==> config.mk <==
export PLATFORM = sky130hd
export DESIGN_NAME = shared_mem_arbiter_flat
export DESIGN_NICKNAME = d
export VERILOG_FILES = /design/src/rtl/shared_mem_arbiter_if.sv /design/src/rtl/shared_mem_arbiter.sv /design/src/flat_wrapper.sv
export SDC_FILE = /design/constraint.sdc
export NUM_CORES = 1
export LEC_CHECK = 0
export CAP_MARGIN = 40
export CORE_MARGIN = 10
export CORE_UTILIZATION = 45
export CTS_CLUSTER_DIAMETER = 120
export DETAILED_ROUTE_END_ITERATION = 16
export PLACE_DENSITY = 0.91
export SLEW_MARGIN = 10
export SYNTH_ARGS = -nofsm -noshare
export SYNTH_HDL_FRONTEND = slang
export SYNTH_SLANG_ARGS = --single-unit
export TNS_END_PERCENT = 1
==> constraint.sdc <==
create_clock -name clk -period 3.9 [get_ports clk]
set_input_delay 0.78 -clock clk [delete_from_list [all_inputs] [get_ports clk]]
set_output_delay 0.78 -clock clk [all_outputs]
set_load 0.02 [all_outputs]
==> src/rtl/shared_mem_arbiter_if.sv <==
// shared_mem_arbiter_if
//   Request/response handshake and array-port signals of the shared memory
//   arbiter, bundled so the arbiter and its environment share one port list.
//   Ports (signals):
//     req_valid/req_ready/req_we   per-requester handshake and direction
//     req_addr/req_wdata           packed per-requester payload
//     rsp_valid/rsp_rdata/rsp_err  per-requester response pulse and data
//     mem_en/mem_we/mem_addr/mem_wdata/mem_rdata  single-port array access
//   Modports: slave = arbiter side, master = requesters plus array side.
interface shared_mem_arbiter_if #(
    parameter int NUM_REQ    = 2,
    parameter int DATA_WIDTH = 8,
    parameter int ADDR_WIDTH = 4
);
    logic [NUM_REQ-1:0]            req_valid;
    logic [NUM_REQ-1:0]            req_ready;
    logic [NUM_REQ-1:0]            req_we;
    logic [NUM_REQ*ADDR_WIDTH-1:0] req_addr;
    logic [NUM_REQ*DATA_WIDTH-1:0] req_wdata;
    logic [NUM_REQ-1:0]            rsp_valid;
    logic [DATA_WIDTH-1:0]         rsp_rdata;
    logic                          rsp_err;
    logic                          mem_en;
    logic                          mem_we;
    logic [ADDR_WIDTH-1:0]         mem_addr;
    logic [DATA_WIDTH-1:0]         mem_wdata;
    logic [DATA_WIDTH-1:0]         mem_rdata;

    modport slave (
        input  req_valid, req_we, req_addr, req_wdata, mem_rdata,
        output req_ready, rsp_valid, rsp_rdata, rsp_err,
               mem_en, mem_we, mem_addr, mem_wdata
    );

    modport master (
        output req_valid, req_we, req_addr, req_wdata, mem_rdata,
        input  req_ready, rsp_valid, rsp_rdata, rsp_err,
               mem_en, mem_we, mem_addr, mem_wdata
    );
endinterface

==> src/rtl/shared_mem_arbiter.sv <==
// shared_mem_arbiter
//   Round-robin arbiter giving NUM_REQ requesters serialized access to one
//   single-port register array. One transaction in flight at a time:
//   IDLE (grant) -> ACCESS (array strobe) -> WAIT (read data returns) ->
//   RESP (one-cycle response pulse). Out-of-range addresses skip the array
//   and go straight to RESP with rsp_err set.
//   Ports:
//     clk   rising-edge clock
//     rst   asynchronous active-high reset
//     bus   shared_mem_arbiter_if.slave (request, response, array port)
//     busy  high whenever the arbiter is not IDLE
module shared_mem_arbiter #(
    parameter int NUM_REQ    = 2,
    parameter int DATA_WIDTH = 8,
    parameter int DEPTH      = 11,
    parameter int ADDR_WIDTH = 4
) (
    input  logic                 clk,
    input  logic                 rst,
    shared_mem_arbiter_if.slave  bus,
    output logic                 busy
);
    localparam int ID_W = (NUM_REQ > 1) ? $clog2(NUM_REQ) : 1;
    localparam logic [NUM_REQ-1:0]  ONE       = NUM_REQ'(1);
    localparam logic [ADDR_WIDTH:0] DEPTH_EXT = (ADDR_WIDTH+1)'(DEPTH);

    typedef enum logic [1:0] {IDLE, ACCESS, WAIT, RESP} state_e;

    state_e                  state_q;
    logic [ID_W-1:0]         rr_ptr_q;
    logic [ID_W-1:0]         id_q;
    logic                    we_q;
    logic                    busy_q;
    logic                    mem_en_q;
    logic                    mem_we_q;
    logic [ADDR_WIDTH-1:0]   mem_addr_q;
    logic [DATA_WIDTH-1:0]   mem_wdata_q;
    logic [NUM_REQ-1:0]      rsp_valid_q;
    logic [DATA_WIDTH-1:0]   rsp_rdata_q;
    logic                    rsp_err_q;

    // Unpacked views of the packed request payloads.
    logic [ADDR_WIDTH-1:0]   addr_arr  [NUM_REQ];
    logic [DATA_WIDTH-1:0]   wdata_arr [NUM_REQ];

    for (genvar i = 0; i < NUM_REQ; i++) begin : g_unpack
        assign addr_arr[i]  = bus.req_addr[i*ADDR_WIDTH +: ADDR_WIDTH];
        assign wdata_arr[i] = bus.req_wdata[i*DATA_WIDTH +: DATA_WIDTH];
    end

    // Round-robin pick: first valid requester strictly after rr_ptr_q,
    // wrapping, so the last winner has lowest priority next time.
    logic                    found_d;
    logic [ID_W-1:0]         win_d;
    logic [ID_W-1:0]         sel;
    int                      idx;

    always_comb begin
        found_d = 1'b0;
        win_d   = '0;
        sel     = '0;
        idx     = 0;
        for (int k = 1; k <= NUM_REQ; k++) begin
            idx = (int'(rr_ptr_q) + k) % NUM_REQ;
            sel = ID_W'(idx);
            if (!found_d && bus.req_valid[sel]) begin
                found_d = 1'b1;
                win_d   = sel;
            end
        end
    end

    logic                    win_we;
    logic [ADDR_WIDTH-1:0]   win_addr;
    logic [DATA_WIDTH-1:0]   win_wdata;
    logic                    win_in_range;
    logic                    grant;

    assign win_we       = bus.req_we[win_d];
    assign win_addr     = addr_arr[win_d];
    assign win_wdata    = wdata_arr[win_d];
    // Compare one bit wider so DEPTH == 2**ADDR_WIDTH still fits.
    assign win_in_range = {1'b0, win_addr} < DEPTH_EXT;
    // Ready is combinational so the handshake completes in the grant cycle;
    // gated by rst so nothing is accepted while held in reset.
    assign grant        = !rst && (state_q == IDLE) && found_d;

    assign bus.req_ready = grant ? (ONE << win_d) : '0;
    assign bus.rsp_valid = rsp_valid_q;
    assign bus.rsp_rdata = rsp_rdata_q;
    assign bus.rsp_err   = rsp_err_q;
    assign bus.mem_en    = mem_en_q;
    assign bus.mem_we    = mem_we_q;
    assign bus.mem_addr  = mem_addr_q;
    assign bus.mem_wdata = mem_wdata_q;
    assign busy          = busy_q;

    always_ff @(posedge clk or posedge rst) begin
        if (rst) begin
            state_q     <= IDLE;
            rr_ptr_q    <= ID_W'(NUM_REQ - 1);
            id_q        <= '0;
            we_q        <= 1'b0;
            busy_q      <= 1'b0;
            mem_en_q    <= 1'b0;
            mem_we_q    <= 1'b0;
            mem_addr_q  <= '0;
            mem_wdata_q <= '0;
            rsp_valid_q <= '0;
            rsp_rdata_q <= '0;
            rsp_err_q   <= 1'b0;
        end else begin
            case (state_q)
                IDLE: begin
                    if (found_d) begin
                        rr_ptr_q <= win_d;
                        id_q     <= win_d;
                        we_q     <= win_we;
                        busy_q   <= 1'b1;
                        if (win_in_range) begin
                            state_q     <= ACCESS;
                            mem_en_q    <= 1'b1;
                            mem_we_q    <= win_we;
                            mem_addr_q  <= win_addr;
                            mem_wdata_q <= win_wdata;
                        end else begin
                            // Bad address: respond next cycle, array untouched.
                            state_q     <= RESP;
                            rsp_valid_q <= ONE << win_d;
                            rsp_rdata_q <= '0;
                            rsp_err_q   <= 1'b1;
                        end
                    end
                end
                ACCESS: begin
                    state_q     <= WAIT;
                    mem_en_q    <= 1'b0;
                    mem_we_q    <= 1'b0;
                    mem_addr_q  <= '0;
                    mem_wdata_q <= '0;
                end
                WAIT: begin
                    // Array read data is valid in this cycle only.
                    state_q     <= RESP;
                    rsp_valid_q <= ONE << id_q;
                    rsp_rdata_q <= we_q ? '0 : bus.mem_rdata;
                    rsp_err_q   <= 1'b0;
                end
                RESP: begin
                    state_q     <= IDLE;
                    busy_q      <= 1'b0;
                    rsp_valid_q <= '0;
                    rsp_rdata_q <= '0;
                    rsp_err_q   <= 1'b0;
                end
                default: state_q <= IDLE;
            endcase
        end
    end
endmodule

==> src/flat_wrapper.sv <==
// flat-port wrapper written by rule: the top's interface ports become plain ports
module shared_mem_arbiter_flat 
#(
    parameter int NUM_REQ    = 2,
    parameter int DATA_WIDTH = 8,
    parameter int DEPTH      = 11,
    parameter int ADDR_WIDTH = 4
)
  (clk, rst, busy, bus_req_valid, bus_req_we, bus_req_addr, bus_req_wdata, bus_mem_rdata, bus_req_ready, bus_rsp_valid, bus_rsp_rdata, bus_rsp_err, bus_mem_en, bus_mem_we, bus_mem_addr, bus_mem_wdata);
  shared_mem_arbiter_if #(.NUM_REQ(NUM_REQ), .DATA_WIDTH(DATA_WIDTH), .ADDR_WIDTH(ADDR_WIDTH)) bus_i ();
  input  logic clk;
  input  logic rst;
  output logic busy;
  input wire logic [$bits(bus_i.req_valid)-1:0] bus_req_valid;
  input wire logic [$bits(bus_i.req_we)-1:0] bus_req_we;
  input wire logic [$bits(bus_i.req_addr)-1:0] bus_req_addr;
  input wire logic [$bits(bus_i.req_wdata)-1:0] bus_req_wdata;
  input wire logic [$bits(bus_i.mem_rdata)-1:0] bus_mem_rdata;
  output wire logic [$bits(bus_i.req_ready)-1:0] bus_req_ready;
  output wire logic [$bits(bus_i.rsp_valid)-1:0] bus_rsp_valid;
  output wire logic [$bits(bus_i.rsp_rdata)-1:0] bus_rsp_rdata;
  output wire logic [$bits(bus_i.rsp_err)-1:0] bus_rsp_err;
  output wire logic [$bits(bus_i.mem_en)-1:0] bus_mem_en;
  output wire logic [$bits(bus_i.mem_we)-1:0] bus_mem_we;
  output wire logic [$bits(bus_i.mem_addr)-1:0] bus_mem_addr;
  output wire logic [$bits(bus_i.mem_wdata)-1:0] bus_mem_wdata;
  assign bus_i.req_valid = bus_req_valid;
  assign bus_i.req_we = bus_req_we;
  assign bus_i.req_addr = bus_req_addr;
  assign bus_i.req_wdata = bus_req_wdata;
  assign bus_i.mem_rdata = bus_mem_rdata;
  assign bus_req_ready = bus_i.req_ready;
  assign bus_rsp_valid = bus_i.rsp_valid;
  assign bus_rsp_rdata = bus_i.rsp_rdata;
  assign bus_rsp_err = bus_i.rsp_err;
  assign bus_mem_en = bus_i.mem_en;
  assign bus_mem_we = bus_i.mem_we;
  assign bus_mem_addr = bus_i.mem_addr;
  assign bus_mem_wdata = bus_i.mem_wdata;
  shared_mem_arbiter #(.NUM_REQ(NUM_REQ), .DATA_WIDTH(DATA_WIDTH), .DEPTH(DEPTH), .ADDR_WIDTH(ADDR_WIDTH)) u_core (.clk(clk), .rst(rst), .bus(bus_i), .busy(busy));
endmodule
## Word level (Yosys, flattened, before mapping)

Cells that the tools add are included.

- Register bits after elaboration: 31
- Bits of input ports: 38
- Output and inout port bits: 28
- Logic and storage cells: 88

- Add/sub/neg operators: 2
- Order comparisons: 5
- Equal/unequal tests: 6
- Shift-type cells: 2
- Multiplexer cells: 44
- Bitwise operators: 1
- Reductions and logical operators: 16

Operators with widths:

| kind | count |
|---|---|
| $mux 8 | 8 |
| $pmux 8 s3 | 1 |
| $mux 4 | 5 |
| $mux 1 | 17 |
| $pmux 8 s2 | 1 |
| $mux 2 | 5 |
| $reduce_and 3->1 | 3 |
| $pmux 1 s2 | 4 |
| $pmux 2 s4 | 1 |
| $pmux 4 s2 | 1 |
| $lt 1x2->1 const B | 3 |
| $pmux 2 s3 | 1 |
| $reduce_bool 2->1 | 3 |
| $eq 2x2->1 const B | 2 |
| $lt 4x4->1 const B | 1 |
| $ne 2x1->1 const B | 2 |
| $reduce_and 2->1 | 2 |
| $shl 1x1->2 const A | 2 |
| $logic_and 1x1->1 | 3 |
| $reduce_bool 3->1 | 1 |
| $add 1x1->1 const B | 2 |
| $eq 2x1->1 const B | 1 |
| $ge 2x2->1 const B | 1 |
| $logic_not 1->1 | 2 |
| 4 further kinds | 4 |

## Depth between registers and ports, before layout

Gate-level depths: netlist of the first run.

- Depth in word-level cells: 15
- Gate-level depth with buffers: 8
- Gate-level depth less buffers: 6

## Worst setup path after synthesis of the first run

OpenSTA, ideal clock, no wires.

- Path kind: input port to output port
- Start: input port bus_req_valid[1]
- End: output port bus_req_ready[1]
- Arrival: 1.880 ns
- Required time: 3.120 ns
- Setup slack: 1.240 ns
- Cell stages on the path: 4
- Buffers on the path: 2
- Path through: a21bo_1 buf_6 buf_1 nor3_1

- Cells in the longest elaborated chain, start to end: 8
- Elaborated cells on any way between the ends: 13
- Those cells by class: shift (1); mux (9); reduce/logical (3)

Ends and longest elaborated chain:

| item | RTL line | RTL |
|---|---|---|
| from (decl) | flat_wrapper.sv:14 | `input wire logic [$bits(bus_i.req_valid)-1:0] bus_req_valid;` |
| $mux 1 (not written as such) (2 in series) | shared_mem_arbiter.sv:66 | `if (!found_d && bus.req_valid[sel]) begin` |
| $mux 1 | shared_mem_arbiter.sv:66 |  |
| $logic_not 1->1 | shared_mem_arbiter.sv:66 |  |
| $logic_and 1x1->1 | shared_mem_arbiter.sv:66 |  |
| $mux 1 | shared_mem_arbiter.sv:66 |  |
| $shl 1x1->2 or $logic_and 1x1->1 (tied branches) | shared_mem_arbiter.sv:88, shared_mem_arbiter.sv:86 |  |
| $mux 2 (*) | shared_mem_arbiter.sv:88 | `assign bus.req_ready = grant ? (ONE << win_d) : '0;` |
| to (decl) | flat_wrapper.sv:19 | `output wire logic [$bits(bus_i.req_ready)-1:0] bus_req_ready;` |

Every way passes the cells marked *; elsewhere a longest branch is shown, timed or not. The select of a mux whose other input is x is not followed.

## Worst setup path after layout of the first run

Ends and elaborated chain as after synthesis.

==> results of run 1 <==
==> critical path: stages <==
cell,delay (ns)
clkdlybuf4s50_1,0.60
o21ai_0,0.24
nor3_1,0.23
clkdlybuf4s50_1,0.65
==> through the flow <==
| stage | total power, W | utilization |
|---|---|---|
| global route | 0.00173 | 0.694 |
| floorplan | 0.00110 | - |
| CTS | 0.00163 | 0.694 |
| detailed placement | 0.00145 | 0.679 |
| finish | 0.00161 | 0.694 |
| global placement | 0.00140 | 0.671 |
==> cell type report <==
| type | count | area (sq um) |
|---|---|---|
| Multi-Input combinational cell | 87 | 686 |
| Inverter | 14 | 52.6 |
| Tap cell | 46 | 57.6 |
| Timing Repair Buffer | 68 | 693 |
| Sequential cell | 31 | 777 |
| Clock buffer | 7 | 45.0 |
| Clock inverter | 1 | 5.00 |
| Fill cell | 250 | 1020 |
==> cell families (layout without fill, tap and decap cells) <==
logic type	after synthesis	after routing	share of synthesized area
AOI/OAI and AO/OA	34	34	0.176
adders and majority gates	4	4	0.0320
buffers and inverters	21	90	0.0655
DFF	31	31	0.496
muxes	24	24	0.158
and+or+nand+nor	25	25	0.0719
==> per-layer routing <==
layer	up-vias	GRT usage
met5	-	0
met4	0	0.0448
met3	7	0.0890
met2	62	0.234
met1	617	0.153
li1	635	-
==> how the worst min path moves through the flow <==
| stage | startpoint | endpoint | cells after the start |
|---|---|---|---|
| after CTS | u_core.bus.mem_we$_DFFE_PP0P_ | u_core.bus.mem_we$_DFFE_PP0P_ | 1 |
| after detailed placement | u_core.bus.mem_addr[1]$_DFFE_PP0P_ | u_core.bus.mem_addr[1]$_DFFE_PP0P_ | 1 |
| final | u_core.bus.mem_addr[1]$_DFFE_PP0P_ | u_core.bus.mem_addr[1]$_DFFE_PP0P_ | 1 |
| after global placement | u_core.bus.mem_wdata[7]$_DFFE_PP0P_ | u_core.bus.mem_wdata[7]$_DFFE_PP0P_ | 1 |
| after floorplan | u_core.we_q$_DFFE_PP0P_ | u_core.we_q$_DFFE_PP0P_ | 2 |
| after global routing | u_core.we_q$_DFFE_PP0P_ | u_core.we_q$_DFFE_PP0P_ | 2 |
==> flip-flops by register name, indices dropped and copies added (netlist names), 2 cells and up <==
| register | flops |
|---|---|
| u_core.bus.mem_addr | 4 |
| u_core.bus.mem_wdata | 8 |
| u_core.state_q | 2 |
| u_core.bus.rsp_rdata | 8 |
| u_core.bus.rsp_valid | 2 |
==> where the power goes <==
part,leakage [nW],switching (W),internal [W]
Combinational,0.607,0.000470,0.000425
Sequential,0.401,0.0000784,0.000457
Clock,0.0293,0.000106,0.0000701
Total,1.04,0.000655,0.000952
==> layout by cell type (no fill, tap or decap), types with 2 or more instances in the layout <==
| master | synthesis | routed |
|---|---|---|
| ha_1 | 4 | 4 |
| o2bb2ai_1 | 13 | 13 |
| a31oi_1 | 3 | 3 |
| clkdlybuf4s50_1 | 0 | 65 |
| a21o_1 | 2 | 2 |
| mux2_2 | 3 | 3 |
| dfrtp_1 | 30 | 30 |
| clkbuf_1 | 0 | 2 |
| nor3_1 | 2 | 2 |
| clkbuf_4 | 0 | 5 |
| o21ai_0 | 5 | 5 |
| inv_1 | 14 | 14 |
| nand2_1 | 11 | 11 |
| a22o_1 | 2 | 2 |
| nor2_1 | 6 | 6 |
| buf_4 | 2 | 2 |
| and2_1 | 2 | 2 |
| mux2i_1 | 20 | 20 |
==> metrics.txt, run 1 <==
Overflow after GRT 0; # diodes 0; postcts setup bufs 0; core footprint roughly 3300 sq um; Post-Place Cells 246; pwr dens 694 nW/um^2; Post-Synthesis Cells 139; Worst Setup EP bus_req_ready[1]; most frequent cell after synthesis dfrtp_1; startpoint type of the worst setup path input port; Layout area overhead 48.0%; hold slack ~0.5 ns; CTS clk-pin slew, worst paths about 0.090 ns; Req. time, crit path 3.12 ns; Total GRT Usage 0.145; DIE HEIGHT between 70 and 80 microns; met2 routed WL 1980 microns; count of final setup violators 0; IO Count 66; Setup Crit Path Kind input port to primary output; ys async rst share 1.00; Post-DRT Antenna Nets 0; Seq/Total Area, Yosys 0.496; uppermost layer routed met4; worst-path maximum fanout 8; dpl hpwl roughly 3500 microns; Max Freq approximately 310 MHz; max-cap viol count 0; initial drt markers 54; Final Instance Count excl. Fillers 254; cell taking the most area after synthesis dfrtp_1; Synth Area per Inst 11.3 sq um; Remaining DRCs 0; Reg-to-Reg Start u_core.rr_ptr_q$_DFFE_PP1P_; vias per std cell 5.20; Resized cells post-CTS 0; Yosys reg bits 31; via count 1321; Lkg Pwr 1.04 nW; setup slack after layout 0.626 ns; H-Tree Level Count 2; Final period util 0.839; R2R depth 5; endpoints failing hold 0; distinct cell type count after synthesis 33; Final #Nets between 200 and 250; Final GP Congestion 0.803; Tmin final 3.27 ns; vias in the first global route ~1500; largest net degree at the start of global routing 22; Die W 79.0 microns; setup_tns 0 ns; Final Skew 0.0119 ns; Hold Buf Count CTS 0; full die area approximately 6200 sq um; DR WL met3 524 microns; Final Max Slew Viols 0; Post-Place Cell Area 2270 sq um; pre-CTS setup slack 0.620 ns; Post-synth EDFFs 0; Pre-antenna DRT Iters 4; unrepaired setup endpoints after global routing no; first-pass GRT wire length 7190 microns; CP endpoint kind primary output; Worst-Margin Slew 0.928 ns; total CTS buffers 5; yosys warns 0; Worst R2R Setup Slack 1.71 ns; ranking of synthesized cells by area dfrtp_1, mux2i_1, o2bb2ai_1, inv_1, ha_1; dominant synthesized flop cell dfrtp_1; Slew Limit Headroom 0.381; Worst Setup SP bus_req_valid[1]; Yosys top cell area share 0.480; Peak supply drop 0.337 mV; Worst Hold Class flip-flop to flip-flop; Final Cell Area ~2300 sq um; clk_lat worst skew 0.34 ns; routed len/inst 16.9 microns; starting density of the core 0.469; status finished, final reports clean; PortBufs between 60 and 70; CTS tree done; synthesized area 1570 sq um; Arr. time, crit path 2.49 ns; synth cell count leaders dfrtp_1, mux2i_1, inv_1; clock buffer depth 2; Root Buffer clkbuf_4; RR Endpoint u_core.bus.mem_wdata[6]$_DFFE_PP0P_; CTS Sinks 31; initial antenna violation count 0; Detailed Route WL 4290 microns; syn_nets roughly 180; Metal-1 WL between 1500 and 2000 microns; layout cells sized above 1 0.0817; site row count 21
No activity file was read; power rests on OpenSTA's default activity.
==> inputs of run 2 (changes only) <==
- CORE_UTILIZATION: 45 -> 38
- PLACE_DENSITY: 0.91 -> 0.83
- clock period: 3.9 -> 3 ns (I/O delays scaled with it)
==> metrics.txt, run 2 (synthesized netlist as in run 1, its figures left out) <==
status finished, final reports clean; FILL cells 345; clk_lat worst skew 0.28 ns; Final period util 0.951; pre-CTS setup slack 0.139 ns; final core occ 0.597; full die area 7090 sq um; Top Family by Delay on Critical Path buffers and inverters; pwr dens 943 nW/um^2; CP endpoint kind primary output; Worst path max stage delay ~0.63 ns; first-pass GRT wire length 7580 microns; total CTS buffers 5; CP Cell Sequence clkdlybuf4s50_1 -> nand2_1 -> and2_1 -> nor3_1 -> clkdlybuf4s50_1; Arr. time, crit path around 2.3 ns; GRT met3 Usage 0.0618; Slew Limit Headroom 0.603; CTS tree done; Pre-antenna DRT Iters 4; Final GP Congestion 0.832; Final Max Slew Viols 0; Tmin final 2.85 ns; vias per std cell 5.15; Logic pwr share 0.531; site row count 23; Critical-path top delay cell clkdlybuf4s50_1; GR peak layer met2; Resized cells post-CTS 0; IO Count 66; setup_tns 0 ns; core footprint about 4000 sq um; starting density of the core 0.391; count of final setup violators 0; # diodes 0; Seq pwr share 0.309; via count 1355; Detailed Route WL 4350 microns; Final #Nets 254; sw frac 0.388; worst-path maximum fanout 6; CTS clk-pin slew, worst paths 0.06 ns; Clock Power Share 0.160; unrepaired setup endpoints after global routing no; multi-input logic area 686 sq um; Final Skew 0.00623 ns; Req. time, crit path 2.40 ns; M2 GR Usage 0.213; Int Power 0.00138 W; Total GRT Usage 0.127; Overflow after GRT 0; Max Freq about 350 MHz; DIE HEIGHT ~84 microns; routed len/inst 16.5 microns; startpoint type of the worst setup path input port; H-Tree Level Count 2; vias in the first global route approximately 1500; dpl hpwl between 3000 and 4000 microns; setup slack after layout 0.146 ns; Die W between 80 and 90 microns; layout cells sized above 1 0.108; Layout area overhead 52.6%; CTS Sinks 31; sw power 0.000873 W; largest net degree at the start of global routing 19; endpoints failing hold 0; cell mode on critical path clkdlybuf4s50_1; initial drt markers 63; clock buffer depth 2; Remaining DRCs 0; Storage cell area between 700 and 800 sq um; Final Power roughly 0.0023 W; Buffers & Inverters on Critical Path 2; Worst-Margin Slew around 0.59 ns; Peak supply drop 0.395 mV; Post-DRT Antenna Nets 0; postcts setup bufs 0; most common cell after layout, fill and taps aside clkdlybuf4s50_1; Worst Hold Class flip-flop to flip-flop; Root Buffer clkbuf_8; most frequent cells in the layout clkdlybuf4s50_1, dfrtp_1, mux2i_1; PortBufs 65; met1 Use GR 0.141; initial antenna violation count 0; Hold Buf Count CTS 0; Lkg Pwr 1.08 nW; Setup Crit Path Kind input port to primary output; max-cap viol count 0
-- run 2: layout make-up --
| class | count | area share |
|---|---|---|
| multi-input combinational | 87 | 0.287 |
| clock buffer | 8 | 0.0419 |
| sequential | 31 | 0.325 |
| inverter | 14 | 0.0220 |
| timing repair buffer | 73 | 0.298 |
| tap | 50 | 0.0262 |
-- run 2: path summary, 6_finish.rpt --
path                                                startpoint                                  end  slack [ns]  cells after the start
setup / recovery                              bus_req_valid[0]                     bus_req_ready[0]        0.15                      5
hold / removal             u_core.bus.mem_wdata[2]$_DFFE_PP0P_  u_core.bus.mem_wdata[2]$_DFFE_PP0P_        0.49                      1
setup reg to reg                   u_core.rr_ptr_q$_DFFE_PP1P_  u_core.bus.rsp_rdata[4]$_DFFE_PP0P_        0.76                      6
hold reg to reg            u_core.bus.mem_wdata[2]$_DFFE_PP0P_  u_core.bus.mem_wdata[2]$_DFFE_PP0P_        0.49                      1
max in group asynchronous                                  rst  u_core.bus.rsp_valid[1]$_DFFE_PP0P_        1.78                      3
min in group asynchronous                                  rst        u_core.bus.mem_we$_DFFE_PP0P_        0.69                      2
-- run 2: power by group through the flow --
stage	sequential, W	clock, W	combinational [W]
2_1_floorplan	0.000852	0	0.000574
3_3_place_gp	0.000696	0	0.00118
3_5_place_dp	0.000701	0	0.00121
4_1_cts	0.000697	0.000368	0.00121
5_1_grt	0.000722	0.000393	0.00131
6_report	0.000696	0.000361	0.00120
-- run 2: per-stage QoR --
step / area [sq um] / hold slack [ns] / std cells
2_1_floorplan: 1570 / 0.450 / 139
3_5_place_dp: 2290 / 0.473 / 255
5_1_grt: 2390 / 0.516 / 263
3_3_place_gp: 2290 / 0.463 / 255
4_1_cts: 2390 / 0.492 / 263
6_report: 2390 / 0.485 / 263
-- run 2: per-layer routing --
| layer | vias to the layer above | wire length (microns) |
|---|---|---|
| met3 | 4 | 347 |
| met4 | 0 | 24 |
| li1 | 641 | - |
| met2 | 33 | 2260 |
| met1 | 677 | 1720 |
| met5 | - | 0 |
==> inputs of run 3 (changes only) <==
- SLEW_MARGIN: 10 -> 25
==> results of run 3 <==
The final DEF is identical to that of run 2; final timing and power are the same.
